## config.mk

```make
export PLATFORM = sky130hd
export DESIGN_NAME = i_serdes_word_aligner
export DESIGN_NICKNAME = d
export VERILOG_FILES = /design/src/rtl/i_serdes_word_aligner.sv
export SDC_FILE = /design/constraint.sdc
export NUM_CORES = 1
export LEC_CHECK = 0
export ABC_AREA = 1
export ABC_CLOCK_PERIOD_IN_PS = 1600
export CAP_MARGIN = 20
export CORE_ASPECT_RATIO = 1.1
export CORE_MARGIN = 2
export CORE_UTILIZATION = 56
export CTS_BUF_LIST = sky130_fd_sc_hd__clkbuf_4 sky130_fd_sc_hd__clkbuf_8
export DETAILED_ROUTE_END_ITERATION = 10
export GPL_ROUTABILITY_DRIVEN = 0
export PLACE_DENSITY = 0.92
export SYNTH_ARGS = -nofsm -noshare
export SYNTH_HDL_FRONTEND = slang
export SYNTH_SLANG_ARGS = --single-unit
export TNS_END_PERCENT = 100
```

## constraint.sdc

```tcl
create_clock -name PLL_CLK -period 1.6 [get_ports PLL_CLK]
set_input_delay 0.16 -clock PLL_CLK [delete_from_list [all_inputs] [get_ports PLL_CLK]]
set_output_delay 0.16 -clock PLL_CLK [all_outputs]
set_load 0.05 [all_outputs]
```

## src/rtl/i_serdes_word_aligner.sv

```systemverilog
// Serial-to-parallel word aligner: deserializes D into WIDTH-bit words and
// bit-slips the word boundary until TRAIN_PATTERN repeats LOCK_COUNT times.
module i_serdes_word_aligner #(
  parameter int                WIDTH         = 4,
  parameter logic [WIDTH-1:0]  TRAIN_PATTERN = 4'b0011,
  parameter int                LOCK_COUNT    = 4
) (
  input  logic             PLL_CLK,
  input  logic             RST,
  input  logic             D,
  input  logic             D_EN,
  input  logic             ALIGN_EN,
  input  logic             RELOCK,
  output logic [WIDTH-1:0] Q,
  output logic             Q_VALID,
  output logic             LOCKED,
  output logic             ALIGN_ERR
);

  // state | meaning
  // HUNT  | searching for the pattern, slipping one bit per mismatch
  // CHECK | pattern seen, counting consecutive matches
  // LOCK  | aligned, no compares until RELOCK
  localparam logic [1:0] ST_HUNT  = 2'd0;
  localparam logic [1:0] ST_CHECK = 2'd1;
  localparam logic [1:0] ST_LOCK  = 2'd2;

  localparam int CW = $clog2(WIDTH);
  localparam int SW = $clog2(WIDTH + 1);
  localparam logic [CW-1:0] CNT_LAST   = CW'(WIDTH - 1);
  localparam logic [SW-1:0] SLIP_LAST  = SW'(WIDTH - 1);
  localparam logic [3:0]    MATCH_LAST = 4'(LOCK_COUNT - 1);

  logic [WIDTH-1:0] sr_q, sr_d;
  logic [CW-1:0]    cnt_q, cnt_d;
  logic             slip_pend_q, slip_pend_d;
  logic [SW-1:0]    slip_cnt_q, slip_cnt_d;
  logic [3:0]       match_cnt_q, match_cnt_d;
  logic [1:0]       state_q, state_d;
  logic [WIDTH-1:0] q_q, q_d;
  logic             q_valid_q, q_valid_d;
  logic             locked_q, locked_d;
  logic             align_err_q, align_err_d;

  logic [WIDTH-1:0] nw;
  logic             word_done;
  logic             is_match;

  assign nw        = {sr_q[WIDTH-2:0], D};
  assign word_done = D_EN && !slip_pend_q && (cnt_q == CNT_LAST);
  assign is_match  = (nw == TRAIN_PATTERN);

  always_comb begin
    sr_d        = sr_q;
    cnt_d       = cnt_q;
    slip_pend_d = slip_pend_q;
    slip_cnt_d  = slip_cnt_q;
    match_cnt_d = match_cnt_q;
    state_d     = state_q;
    q_d         = q_q;
    q_valid_d   = 1'b0;
    locked_d    = locked_q;
    align_err_d = 1'b0;

    // A pending slip swallows one bit into sr without advancing cnt.
    if (D_EN) begin
      sr_d = nw;
      if (slip_pend_q) begin
        slip_pend_d = 1'b0;
      end else if (cnt_q == CNT_LAST) begin
        cnt_d = '0;
      end else begin
        cnt_d = cnt_q + 1'b1;
      end
    end

    if (word_done) begin
      q_d       = nw;
      q_valid_d = 1'b1;
    end

    if (RELOCK) begin
      state_d     = ST_HUNT;
      locked_d    = 1'b0;
      match_cnt_d = '0;
      slip_cnt_d  = '0;
      slip_pend_d = 1'b0;
    end else if (word_done && ALIGN_EN) begin
      case (state_q)
        ST_HUNT: begin
          if (is_match) begin
            match_cnt_d = 4'd1;
            slip_cnt_d  = '0;
            if (LOCK_COUNT == 1) begin
              state_d  = ST_LOCK;
              locked_d = 1'b1;
            end else begin
              state_d = ST_CHECK;
            end
          end else begin
            slip_pend_d = 1'b1;
            if (slip_cnt_q == SLIP_LAST) begin
              align_err_d = 1'b1;
              slip_cnt_d  = '0;
            end else begin
              slip_cnt_d = slip_cnt_q + 1'b1;
            end
          end
        end
        ST_CHECK: begin
          if (is_match) begin
            match_cnt_d = match_cnt_q + 1'b1;
            if (match_cnt_q == MATCH_LAST) begin
              state_d  = ST_LOCK;
              locked_d = 1'b1;
            end
          end else begin
            state_d     = ST_HUNT;
            match_cnt_d = '0;
            slip_pend_d = 1'b1;
            slip_cnt_d  = SW'(1);
          end
        end
        default: ;
      endcase
    end
  end

  always_ff @(posedge PLL_CLK or negedge RST) begin
    if (!RST) begin
      sr_q        <= '0;
      cnt_q       <= '0;
      slip_pend_q <= 1'b0;
      slip_cnt_q  <= '0;
      match_cnt_q <= '0;
      state_q     <= ST_HUNT;
      q_q         <= '0;
      q_valid_q   <= 1'b0;
      locked_q    <= 1'b0;
      align_err_q <= 1'b0;
    end else begin
      sr_q        <= sr_d;
      cnt_q       <= cnt_d;
      slip_pend_q <= slip_pend_d;
      slip_cnt_q  <= slip_cnt_d;
      match_cnt_q <= match_cnt_d;
      state_q     <= state_d;
      q_q         <= q_d;
      q_valid_q   <= q_valid_d;
      locked_q    <= locked_d;
      align_err_q <= align_err_d;
    end
  end

  assign Q         = q_q;
  assign Q_VALID   = q_valid_q;
  assign LOCKED    = locked_q;
  assign ALIGN_ERR = align_err_q;

endmodule

```

[Word-level counts from Yosys, hierarchy flattened]
Index checks and enable logic that the tools add are counted.
Cells by class
  add/sub/neg operators: 3
  eq/ne operators: 8
  mux-type cells: 34
  bitwise gates (word level): 1
  reduce and logical (&&, ||, !) cells: 16
Operators by type and width (number)
  two-way mux 1 bit: 16
  two-way mux 4 bit: 4
  two-way mux 3 bit: 5
  two-way mux 2 bit: 6
  equality test 4 x 2 -> 1 bit (second input constant): 2
  case mux 4 bit (2 select lines): 1
  AND reduction 4 bit: 2
  nonzero test 2 bit: 4
  inequality test 3 bit (second input constant): 2
  case mux 3 bit (2 select lines): 1
  AND reduction 3 bit: 2
  adder 4 x 1 -> 4 bit (second input constant): 1
  inequality test 4 bit (second input constant): 1
  case mux 2 bit (2 select lines): 1
  adder 3 x 1 -> 3 bit (second input constant): 1
  equality test 3 x 2 -> 1 bit (second input constant): 1
  logical AND 1 bit: 3
  nonzero test 3 bit: 1
  adder 2 x 1 -> 2 bit (second input constant): 1
  equality test 2 x 1 -> 1 bit (second input constant): 1
  equality test 2 bit (second input constant): 1
  logical NOT 2 bit: 1
  AND reduction 2 bit: 1
  OR reduction 2 bit: 1
  2 further kinds: 2
Storage, ports and cells
  register bits: 22
  input port bits: 6
  output and inout bits: 7

[Depth between registers and ports, before layout]
  depth in word-level cells: 6
  mapped depth: 9
  mapped depth without buffers: 9

[Least setup slack after synthesis]
Ideal clock, no wire load.
  path kind: reg2reg
  start: reg state_q[0]
  end: reg match_cnt_q[0]
  library setup time: 0.116 ns
  arrival time: 1.092 ns
  required time: 1.484 ns
  setup slack: 0.392 ns
  stages on the path, launching flop included: 8
  buffers on the path: 0
  clock period less this slack: 1.208 ns
  cells stage by stage: dfrtp_1 inv_1 nand2_1 nand3b_1 nand2_2 clkinv_1 nand2_1 nand2_1
Between the ends
  cells in the longest elaborated chain, start to end: 4
  elaborated cells on any way between the ends: 8
  those cells by class: eq/ne: 2; mux: 3; reduce/logical: 3
RTL lines
  from (decl): line 39  | logic [1:0] state_q, state_d;
  from (signal assigned): line 147  | state_q <= state_d;
  equality test 2 x 1 -> 1 bit / logical NOT 2 bit (equally long branches): line 89  | case (state_q)
  case mux 4 bit (2 select lines): line 89
  two-way mux 4 bit: line 88  | end else if (word_done && ALIGN_EN) begin
  two-way mux 4 bit: line 82  | if (RELOCK) begin
  to (signal assigned): line 146  | match_cnt_q <= match_cnt_d;
  to (decl): line 38  | logic [3:0] match_cnt_q, match_cnt_d;
Parallel ways exist; a longest one is shown, timed or not. The select of a mux whose other input is x is not followed.
A chain may end at the register's enable or synchronous reset.

[Worst setup path in the final report]
  start: reg sr_q[0]
  end: reg match_cnt_q[0]
Between the ends
  cells in the longest elaborated chain, start to end: 5
  elaborated cells on any way between the ends: 7
  those cells by class: eq/ne: 2; mux: 4; reduce/logical: 1
RTL lines
  from (decl): line 34  | logic [WIDTH-1:0] sr_q, sr_d;
  from (signal assigned): line 142  | sr_q <= sr_d;
  equality test 4 x 2 -> 1 bit *: line 51  | assign is_match = (nw == TRAIN_PATTERN);
  two-way mux 4 bit: line 111  | if (is_match) begin
  case mux 4 bit (2 select lines): line 89
  two-way mux 4 bit: line 88
  two-way mux 4 bit: line 82
Mark *: on every way between the ends. The rest lies on a longest branch, timed or not. The select of a mux whose other input is x is not followed.

==> flow_summary.json <==
{
  "outcome": "completed",
  "areaGrowthSynthToFinish_pct": 19.3,
  "viasPerCell": 5.35,
  "fin_crit_sh_pct": 87.7,
  "nets": 154,
  "critPathRequiredTime_ps": 1820,
  "cts_tree": "built",
  "maxCapViolCount": 0,
  "cpLargestDelayFamily": "simple AND/OR/NAND/NOR gates",
  "firstDrtPassIters": 4,
  "via_count": 915,
  "synth_top_family_by_area": "simple AND/OR/NAND/NOR gates",
  "synth-simple-area-share_pct": 31.7,
  "end_kind": "flop",
  "synth_warnings": 0,
  "clk_pin_slew_ps": 120,
  "clk_latency_ps": 310,
  "cts-buffers-inserted": 3,
  "arrival_ps": 1620,
  "synth_cell_types": 27,
  "clockBufferDepth": 2,
  "power_density_mw_per_mm2": 1490,
  "p_int_mw": 1.19,
  "sequentialPowerShare_pct": 40.2,
  "layout_common_cells": "36 x nand2_1, 22 x dfrtp_1, 10 x buf_4, 8 x inv_2, 8 x inv_1",
  "start_util_pct": 60.2,
  "cts_resized": 0,
  "antenna_found_initial": 0,
  "clockRootBuffer": "clkbuf_4",
  "cts_sinks": 22,
  "cts_hold_buf": 0,
  "critPathMaxStageDelay_ps": 430,
  "p_leak_nw": 0.666,
  "dp_hpwl_um": 1630,
  "final_common_cell": "nand2_1",
  "startpoint_type": "flop",
  "diodes": 0,
  "relSlewSlack_pct": 81.5,
  "grt_pass1_vias": 865,
  "rsz0062_at_grt": "no",
  "ant_nets": 0,
  "p_switching_mw": 0.765,
  "post-cts-setup-buffers": 0,
  "peakVddDrop_uv": 1250,
  "hold_path.class": "in2async",
  "die-area_sq_mm": 0.00233,
  "crit_type": "reg2reg",
  "grt-ovfl-total": 0,
  "ys_seq_elements": 22,
  "synth_largest_area_cell": "dfrtp_1",
  "setup_tns_ps": 0,
  "portBuffers": 12,
  "synth.cell_area_sq_mm": 0.00110,
  "grt_use_total_pct": 20.8,
  "combPwrFrac_pct": 38.0,
  "synthAdderAreaFrac_pct": 3.42,
  "tightestPinTransition_ps": 277,
  "wl_per_cell_um": 12.6,
  "grt_max_degree": 23,
  "synth-compound-area-share_pct": 6.27,
  "muxShareOfSynthArea_pct": 1.03,
  "power.share.switching_pct": 39.1,
  "clockPowerShare_pct": 21.8,
  "final_util_pct": 71.8,
  "seq_area_frac_synth_pct": 50.2,
  "synth_nets": 134,
  "cp_max_fo": 6,
  "synth-xor-area-share_pct": 1.60,
  "crit_chain": "nand2_1, inv_2, nand2_1, nand3b_1, nand2_2, clkinv_1, nand2_1, nand2_1",
  "worst_path_most_repeated_cell": "nand2_1",
  "cts_max_level": 1,
  "hold_viol_final": 0,
  "slowest_stage": "dfrtp_1",
  "cp.buffers_inverters": 2,
  "drive_above_1_share_pct": 22.2,
  "die_h_um": 50.4,
  "maxSlewViolCount": 0,
  "num_rows": 16,
  "fin_skew_ps": 2.77,
  "synth.avg_cell_area_sq_um": 8.78,
  "wl_um": 2150,
  "nFillCells": 136,
  "yosys.area.top_type_share_pct": 50.2,
  "grt_pass1_wl_um": 3570,
  "finalCriticalPeriod_ps": 1400,
  "synth_area_leaders": "dfrtp_1 50%, nand2_1 12%, ha_1 3.4%, o21ai_0 3.2%, nand4_1 2.9%",
  "fp.dieW_um": 46.2,
  "num_io_pins": 13,
  "drc": 0,
  "finalSetupViolCount": 0,
  "core_sq_mm": 0.00182,
  "drt-initial-drc-count": 35,
  "synthCells": 125,
  "fmax_ghz": 0.712
}
layer usage:
metal  wire length, um  track usage (%)  vias to the layer above
met5                 0                0                        -
met4                38             9.52                        0
met3                83             2.16                        5
met2              1080             34.3                       28
met1               946             26.5                      441
li1                  -                -                      441
layout make-up:
cell class	count	area [sq um]	share of cell area, %
multi-input cells	86	483	36.9
clock buffers	3	22.5	1.72
clock inverters	1	30.0	2.29
well taps	27	33.8	2.58
flip-flops and latches	22	551	42.1
repair buffers	15	125	9.56
inverters	17	63.8	4.88
final timing paths:
kind                            start              to  slack [ps]  depth (start not counted)
max                           sr_q[0]  match_cnt_q[0]         200                          8
min                               RST            Q[3]         180                          2
max reg2reg                   sr_q[0]  match_cnt_q[0]         200                          8
min reg2reg                state_q[0]       ALIGN_ERR         480                          1
max in group asynchronous         RST   slip_cnt_q[1]        1210                          2
min in group PLL_CLK                D            Q[0]         470                          3
power by group through the flow:
| stage | registers, mW | clock network [mW] | logic (mW) |
|---|---|---|---|
| after floorplan | 0.959 | 0 | 0.364 |
| after global placement | 0.789 | 0 | 0.711 |
| after detailed placement | 0.799 | 0 | 0.737 |
| after CTS | 0.787 | 0.432 | 0.743 |
| after global routing | 0.804 | 0.450 | 0.815 |
| final | 0.785 | 0.426 | 0.742 |
synthesized netlist by cell type, drive strengths merged:
| cell | n |
|---|---|
| a21oi | 3 |
| nor2 | 10 |
| o21a | 1 |
| nand3 | 5 |
| mux2 | 1 |
| inv | 16 |
| nand2 | 40 |
| nor3 | 3 |
| xor2 | 2 |
| nand4 | 6 |
| ha | 3 |
| dfrtp | 22 |
| nor3b | 1 |
| clkinv | 1 |
| or2 | 1 |
| o22ai | 1 |
| nand3b | 1 |
| o21ai | 8 |
stage by stage:
stage               hold slack (ps)  total power [mW]  area (sq um)  worst slack (ps)  instances
finish                          177              1.95          1310               196        171
global route                    205              2.07          1310               136        171
CTS                             182              1.96          1310               219        171
detailed placement              467              1.54          1260              22.2        167
global placement                459              1.50          1260               125        167
floorplan                      -136              1.32          1100               392        125
cells by family after synthesis:
| family | Yosys count |
|---|---|
| and+or+nand+nor | 67 |
| DFF | 22 |
| buffers and inverters | 17 |
| AOI/OAI and AO/OA | 13 |
| adders and majority gates | 3 |
| xor gates and xnor gates | 2 |
| muxes | 1 |
sequential cells by signal, indices dropped and copies added, names as in the netlist:
name         cells
ALIGN_ERR        1
LOCKED           1
Q                4
Q_VALID          1
cnt_q            2
match_cnt_q      4
slip_cnt_q       3
slip_pend_q      1
sr_q             3
state_q          2
Power figures use the tool's default switching activity.
